### src/rtl/load_store_unit_if.sv
// Bus bundles for the load/store unit: pipeline request/response handshakes
// and the single-cycle data cache port.

interface load_store_unit_if;
  logic        req_valid;
  logic        req_ready;
  logic        req_write;
  logic [2:0]  req_funct3;
  logic [31:0] req_addr;
  logic [31:0] req_wdata;
  logic [4:0]  req_rd;
  logic        resp_valid;
  logic        resp_ready;
  logic [31:0] resp_data;
  logic [4:0]  resp_rd;
  logic        resp_fault;

  modport master (
    output req_valid, req_write, req_funct3, req_addr, req_wdata, req_rd, resp_ready,
    input  req_ready, resp_valid, resp_data, resp_rd, resp_fault
  );

  modport slave (
    input  req_valid, req_write, req_funct3, req_addr, req_wdata, req_rd, resp_ready,
    output req_ready, resp_valid, resp_data, resp_rd, resp_fault
  );
endinterface

interface dcache_if #(parameter int ADDR_BITS = 6);
  logic                 cache_mode;
  logic [2:0]           cache_width;
  logic [ADDR_BITS-1:0] cache_select;
  logic [31:0]          cache_in;
  logic [31:0]          cache_out;

  modport master (
    output cache_mode, cache_width, cache_select, cache_in,
    input  cache_out
  );

  modport slave (
    input  cache_mode, cache_width, cache_select, cache_in,
    output cache_out
  );
endinterface

### src/rtl/load_store_unit.sv
// Load/store unit: one request at a time, one cache cycle per legal request.
// Optional fault detection is enabled by defining LSU_FAULT_CHECK_EN.

module load_store_unit #(
  parameter int ADDR_BITS = 6
) (
  input  logic              clk,
  input  logic              rst_n,
  load_store_unit_if.slave  pipe,
  dcache_if.master          cache
);

  typedef enum logic [1:0] {
    IDLE    = 2'd0,
    ISSUE   = 2'd1,
    CAPTURE = 2'd2,
    RESP    = 2'd3
  } state_t;

  state_t               state_r;
  state_t               next_state_s;
  logic                 accept_s;
  logic                 resp_done_s;
  logic                 fault_s;
  logic                 write_r;
  logic                 req_ready_r;
  logic                 resp_valid_r;
  logic                 resp_fault_r;
  logic [31:0]          resp_data_r;
  logic [4:0]           resp_rd_r;
  logic                 cache_mode_r;
  logic [2:0]           cache_width_r;
  logic [ADDR_BITS-1:0] cache_select_r;
  logic [31:0]          cache_in_r;

`ifdef LSU_FAULT_CHECK_EN
  function automatic logic check_fault(input logic write, input logic [2:0] funct3,
                                       input logic [31:0] addr);
    logic range_bad_s;
    logic align_bad_s;
    logic code_bad_s;
    range_bad_s = ((addr >> ADDR_BITS) != 32'd0);
    case (funct3)
      3'b000: begin align_bad_s = 1'b0;              code_bad_s = 1'b0;  end
      3'b001: begin align_bad_s = addr[0];           code_bad_s = 1'b0;  end
      3'b010: begin align_bad_s = (addr[1:0] != 2'b00); code_bad_s = 1'b0; end
      3'b100: begin align_bad_s = 1'b0;              code_bad_s = write; end
      3'b101: begin align_bad_s = addr[0];           code_bad_s = write; end
      default: begin align_bad_s = 1'b0;             code_bad_s = 1'b1;  end
    endcase
    return range_bad_s | align_bad_s | code_bad_s;
  endfunction

  assign fault_s = check_fault(pipe.req_write, pipe.req_funct3, pipe.req_addr);
`else
  // Upper address bits are simply dropped when no checking is built in.
  logic unused_addr_s;
  assign unused_addr_s = ^pipe.req_addr[31:ADDR_BITS];
  assign fault_s       = 1'b0;
`endif

  assign accept_s    = (state_r == IDLE) && pipe.req_valid;
  assign resp_done_s = (state_r == RESP) && resp_valid_r && pipe.resp_ready;

  // State register.
  always_ff @(posedge clk or negedge rst_n) begin
    if (!rst_n) begin
      state_r <= IDLE;
    end else begin
      state_r <= next_state_s;
    end
  end

  // Next-state decode.
  always_comb begin
    next_state_s = state_r;
    case (state_r)
      IDLE: begin
        if (pipe.req_valid) begin
          next_state_s = fault_s ? RESP : ISSUE;
        end else begin
          next_state_s = IDLE;
        end
      end
      ISSUE:   next_state_s = CAPTURE;
      CAPTURE: next_state_s = RESP;
      RESP: begin
        if (resp_done_s) begin
          next_state_s = IDLE;
        end else begin
          next_state_s = RESP;
        end
      end
      default: next_state_s = IDLE;
    endcase
  end

  // Request-side bookkeeping: ready drops on acceptance and returns on the response handshake.
  always_ff @(posedge clk or negedge rst_n) begin
    if (!rst_n) begin
      req_ready_r <= 1'b1;
      write_r     <= 1'b0;
    end else if (accept_s) begin
      req_ready_r <= 1'b0;
      write_r     <= pipe.req_write;
    end else if (resp_done_s) begin
      req_ready_r <= 1'b1;
    end
  end

  // Cache port: carries the request only while in ISSUE, otherwise parked as an idle read.
  always_ff @(posedge clk or negedge rst_n) begin
    if (!rst_n) begin
      cache_mode_r   <= 1'b1;
      cache_width_r  <= 3'b010;
      cache_select_r <= {ADDR_BITS{1'b0}};
      cache_in_r     <= 32'd0;
    end else if (accept_s && !fault_s) begin
      cache_mode_r   <= ~pipe.req_write;
      cache_width_r  <= pipe.req_funct3;
      cache_select_r <= pipe.req_addr[ADDR_BITS-1:0];
      cache_in_r     <= pipe.req_wdata;
    end else begin
      cache_mode_r   <= 1'b1;
      cache_width_r  <= 3'b010;
      cache_select_r <= {ADDR_BITS{1'b0}};
      cache_in_r     <= 32'd0;
    end
  end

  // Response payload and valid; valid rises one cycle after RESP is entered.
  always_ff @(posedge clk or negedge rst_n) begin
    if (!rst_n) begin
      resp_valid_r <= 1'b0;
      resp_fault_r <= 1'b0;
      resp_data_r  <= 32'd0;
      resp_rd_r    <= 5'd0;
    end else if (accept_s) begin
      resp_fault_r <= fault_s;
      resp_data_r  <= 32'd0;
      resp_rd_r    <= pipe.req_rd;
    end else if (state_r == CAPTURE) begin
      resp_data_r  <= write_r ? 32'd0 : cache.cache_out;
    end else if ((state_r == RESP) && !resp_valid_r) begin
      resp_valid_r <= 1'b1;
    end else if (resp_done_s) begin
      resp_valid_r <= 1'b0;
    end
  end

  assign pipe.req_ready    = req_ready_r;
  assign pipe.resp_valid   = resp_valid_r;
  assign pipe.resp_fault   = resp_fault_r;
  assign pipe.resp_data    = resp_data_r;
  assign pipe.resp_rd      = resp_rd_r;
  assign cache.cache_mode   = cache_mode_r;
  assign cache.cache_width  = cache_width_r;
  assign cache.cache_select = cache_select_r;
  assign cache.cache_in     = cache_in_r;

endmodule

### src/flat_wrapper.sv
// flat-port wrapper written by rule: the top's interface ports become plain ports
module load_store_unit_flat 
#(
  parameter int ADDR_BITS = 6
)
  (clk, rst_n, pipe_req_valid, pipe_req_write, pipe_req_funct3, pipe_req_addr, pipe_req_wdata, pipe_req_rd, pipe_resp_ready, pipe_req_ready, pipe_resp_valid, pipe_resp_data, pipe_resp_rd, pipe_resp_fault, cache_cache_mode, cache_cache_width, cache_cache_select, cache_cache_in, cache_cache_out);
  load_store_unit_if pipe_i ();
  dcache_if #(.ADDR_BITS(ADDR_BITS)) cache_i ();
  input  logic clk;
  input  logic rst_n;
  input wire logic [$bits(pipe_i.req_valid)-1:0] pipe_req_valid;
  input wire logic [$bits(pipe_i.req_write)-1:0] pipe_req_write;
  input wire logic [$bits(pipe_i.req_funct3)-1:0] pipe_req_funct3;
  input wire logic [$bits(pipe_i.req_addr)-1:0] pipe_req_addr;
  input wire logic [$bits(pipe_i.req_wdata)-1:0] pipe_req_wdata;
  input wire logic [$bits(pipe_i.req_rd)-1:0] pipe_req_rd;
  input wire logic [$bits(pipe_i.resp_ready)-1:0] pipe_resp_ready;
  output wire logic [$bits(pipe_i.req_ready)-1:0] pipe_req_ready;
  output wire logic [$bits(pipe_i.resp_valid)-1:0] pipe_resp_valid;
  output wire logic [$bits(pipe_i.resp_data)-1:0] pipe_resp_data;
  output wire logic [$bits(pipe_i.resp_rd)-1:0] pipe_resp_rd;
  output wire logic [$bits(pipe_i.resp_fault)-1:0] pipe_resp_fault;
  output wire logic [$bits(cache_i.cache_mode)-1:0] cache_cache_mode;
  output wire logic [$bits(cache_i.cache_width)-1:0] cache_cache_width;
  output wire logic [$bits(cache_i.cache_select)-1:0] cache_cache_select;
  output wire logic [$bits(cache_i.cache_in)-1:0] cache_cache_in;
  input wire logic [$bits(cache_i.cache_out)-1:0] cache_cache_out;
  assign pipe_i.req_valid = pipe_req_valid;
  assign pipe_i.req_write = pipe_req_write;
  assign pipe_i.req_funct3 = pipe_req_funct3;
  assign pipe_i.req_addr = pipe_req_addr;
  assign pipe_i.req_wdata = pipe_req_wdata;
  assign pipe_i.req_rd = pipe_req_rd;
  assign pipe_i.resp_ready = pipe_resp_ready;
  assign pipe_req_ready = pipe_i.req_ready;
  assign pipe_resp_valid = pipe_i.resp_valid;
  assign pipe_resp_data = pipe_i.resp_data;
  assign pipe_resp_rd = pipe_i.resp_rd;
  assign pipe_resp_fault = pipe_i.resp_fault;
  assign cache_cache_mode = cache_i.cache_mode;
  assign cache_cache_width = cache_i.cache_width;
  assign cache_cache_select = cache_i.cache_select;
  assign cache_cache_in = cache_i.cache_in;
  assign cache_i.cache_out = cache_cache_out;
  load_store_unit #(.ADDR_BITS(ADDR_BITS)) u_core (.clk(clk), .rst_n(rst_n), .pipe(pipe_i), .cache(cache_i));
endmodule
### config.mk
export PLATFORM = sky130hd
export DESIGN_NAME = load_store_unit_flat
export DESIGN_NICKNAME = d
export VERILOG_FILES = /design/src/rtl/load_store_unit_if.sv /design/src/rtl/load_store_unit.sv /design/src/flat_wrapper.sv
export SDC_FILE = /design/constraint.sdc
export NUM_CORES = 1
export LEC_CHECK = 0
export CAP_MARGIN = 10
export CORE_MARGIN = 3
export CORE_UTILIZATION = 30
export DETAILED_ROUTE_END_ITERATION = 7
export PLACE_DENSITY = 0.66
export SYNTH_ARGS = -nofsm -noshare
export SYNTH_HDL_FRONTEND = slang
export SYNTH_SLANG_ARGS = --single-unit
### constraint.sdc
create_clock -name clk -period 1.7 [get_ports clk]
set_input_delay 0.51 -clock clk [delete_from_list [all_inputs] [get_ports clk]]
set_output_delay 0.51 -clock clk [all_outputs]
set_load 0.01 [all_outputs]
==> key figures <==
Run status
  • Status: finished clean

CTS
  • CTS tree: built
  • Post-CTS Repair Setup Buffers: 0
  • Hold Buf Count CTS: 0
  • CTS sink count: 84
  • CTS clk-pin slew, worst paths: 0.08 ns
  • H-tree levels: 3
  • Clock root buffer: clkbuf_8
  • CTS Buf Count: 9
  • Clock buffer depth: 2
  • Clock Latency Late Sink: 0.34 ns

Global route
  • Initial antenna violation count: 0
  • First-pass GRT wire length: 11600 um
  • Largest net degree at the start of global routing: 41
  • GRT Overall Usage: 13.5%
  • Grt total ovfl: 0
  • Number of global-route vias before repair: 2227

Run
  • Max-cap check violation count: 0

Pwr
  • Pwr Density: 1270 nW/um^2
  • Lkg Pwr: 2.49 nW
  • Tot Pwr: 0.00613 W
  • Peak VDD IR: 0.585 mV

Yosys
  • Synth Instances: 190
  • Share of flip-flops with an asynchronous set or reset: 100%
  • Synth top cells by count: dfrtp_1 (81), and2_1 (41), a22o_1 (32)
  • Synth Area in Compound Gates: 10.7%
  • Synth top area share: 70.1%
  • XOR/XNOR Fraction of Synth Area: 0%
  • Mux cell area share after synthesis: 2.34%
  • Syn_nets: 299
  • Seq/Total Area, Yosys: 72.8%
  • Synth Cell Area: 2890 um^2
  • Post-synth EDFFs: 0
  • Post-Synth Adder-Cell Area: 0%
  • Largest cells by area after synthesis: dfrtp_1 (70%), a22o_1 (9.7%), and2_1 (8.9%), dfstp_2 (2.7%), mux2_2 (2.3%)
  • Synth Area per Inst: 15.2 um^2
  • Cell accounting for the most synthesized area: dfrtp_1
  • Top FF cell, synth: dfrtp_1
  • Main combinational cell family by area after synthesis: simple AND/OR/NAND/NOR gates
  • Synth Warn #: 0
  • Yosys cell types: 20
  • Count leader, synth: dfrtp_1
  • Register bit count reported by yosys: 84
  • Post-Synth Simple-Gate Area: 11.2%

Drt
  • DR vias: 2120
  • Drt total wl: 7100 um
  • Wire length on met1: 2860 um
  • Met3 wire len: 650 um
  • Routed length on met2: 3510 um
  • DR top layer: met4
  • Via-per-instance ratio: 4.27
  • First DRT Iteration DRCs: 80
  • Average routed wire per standard cell: 14.3 um
  • Antenna Nets Post-Route: 0
  • Drt first pass iters: 4
  • DRC violations left: 0

Layout
  • Fillers: 872
  • Share of cells above drive strength 1: 9.81%
  • Antenna diodes: 0
  • Reg area: 2110 um^2
  • Layout area overhead: 67.3%
  • Nets@finish: 471
  • Multi-input gate area: 716 um^2
  • Final Cell Area: 4840 um^2

Setup path
  • CP max FO: 3
  • Critical Path AT: 1.12 ns
  • Crit. End Element: output port
  • Crit path largest cell delay: 0.54 ns
  • Critical-path cell list: clkdlybuf4s15_1
  • WP data required: 1.19 ns
  • Crit Path Category: reg2out
  • Critical path buffers and inverters: 1
  • Crit-path leading delay family: flip-flops
  • Critical Path Start Type: flop
  • CP max stage cell: dfstp_2

Timing
  • Setup TNS: 0 ns
  • Achievable clock frequency: 612 MHz
  • PnR worst setup slack: 0.0662 ns
  • Final Hold Fails: 0
  • Final setup fails: 0
  • RSZ-0062 raised after global routing: false
  • Layout Skew: 0.0105 ns
  • Fin. max-slew vios: 0
  • Final Critical Period: 1.63 ns
  • Final worst path period share: 96.1%

Floorplanning
  • Die outline height: 104 um
  • FP Rows: 35
  • Core area: 9280 um^2
  • Initial Utilization: 31.2%
  • Die W: 104 um
  • IO Pins: 191
  • Die area: 10900 um^2

Hold path
  • Hold Path Class: in2async

Placed design
  • Pre-CTS WS: -0.188 ns
  • Post-detail-place hpwl: 5350 um
  • Area after DPL: 4750 um^2
  • Placer Congestion: 0.653
  • Port Buffers: 163
==> layout by cell type, fill, tap and decap left out, types with 2 or more instances in the layout <==
cell,Yosys,routed
clkinvlp_4,0,2
clkdlybuf4s50_1,0,81
nand2b_1,2,2
buf_12,0,5
and2_1,41,41
mux2_2,6,6
buf_4,8,6
dlygate4sd2_1,0,80
dfrtp_1,81,81
a22o_1,32,32
clkbuf_8,0,9
dfstp_2,3,3
nor2_1,3,3
nor3b_4,1,2
clkbuf_1,2,3
==> final cells by class <==
class,count,area share (%)
well taps,129,3.34
flip-flops and latches,84,43.5
inverters,1,0.0776
clock inverters,4,1.03
clock buffers,12,2.79
repair buffers,173,34.4
multi-input cells,93,14.8
==> stage by stage <==
| stage | std cells | hold slack, ns | utilization, % |
|---|---|---|---|
| 2_1_floorplan | 190 | 0.214 | - |
| 3_3_place_gp | 480 | 0.420 | 51.2 |
| 3_5_place_dp | 480 | 0.424 | 51.2 |
| 4_1_cts | 496 | 0.0385 | 52.1 |
| 5_1_grt | 496 | 0.0440 | 52.1 |
| 6_report | 496 | 0.0523 | 52.1 |
==> cell families (layout without fill, tap and decap cells) <==
family,Yosys count,after routing
buffers and inverters,13,190
and+or+nand+nor,50,50
muxes,6,6
AOI/OAI and AO/OA,36,36
DFF,84,84
other,1,1
==> path summary, 6_finish.rpt <==
kind | from | to | slack (ns) | depth (start not counted)
max in group asynchronous | rst_n | u_core.pipe.resp_data[20] | 1.14 | 2
min reg2reg | u_core.pipe.resp_data[23] | u_core.pipe.resp_data[23] | 0.50 | 1
min | rst_n | u_core.cache.cache_in[15] | 0.05 | 1
max | u_core.pipe.req_ready | pipe_req_ready | 0.07 | 1
min in group clk | u_core.pipe.resp_data[23] | u_core.pipe.resp_data[23] | 0.50 | 1
max reg2reg | u_core.state_r[1] | u_core.pipe.resp_rd[4] | 0.32 | 3
==> where the power goes <==
group	internal, W	switching, W
logic	0.00115	0.000919
registers	0.00247	0.000256
clock network	0.000679	0.000653
total	0.00430	0.00183
==> timing repair <==
action                                  CTS  global route
gates resized for setup                  81             1
endpoints found under the setup margin   81             1
pin swaps                                 0             0
==> sequential cells by signal, summed over array words and instances (netlist names) <==
name / cells
u_core.cache.cache_in: 32
u_core.pipe.resp_data: 32
u_core.cache.cache_select: 6
u_core.pipe.resp_rd: 5
u_core.cache.cache_width: 3
u_core.state_r: 2
u_core.cache.cache_mode: 1
u_core.pipe.req_ready: 1
u_core.pipe.resp_valid: 1
u_core.write_r: 1
==> metal layers <==
layer	vias to the layer above	track usage [%]
li1	988	-
met1	1029	16.0
met2	96	22.1
met3	7	5.59
met4	0	5.13
met5	-	0
(Power assumes the default switching activity.)
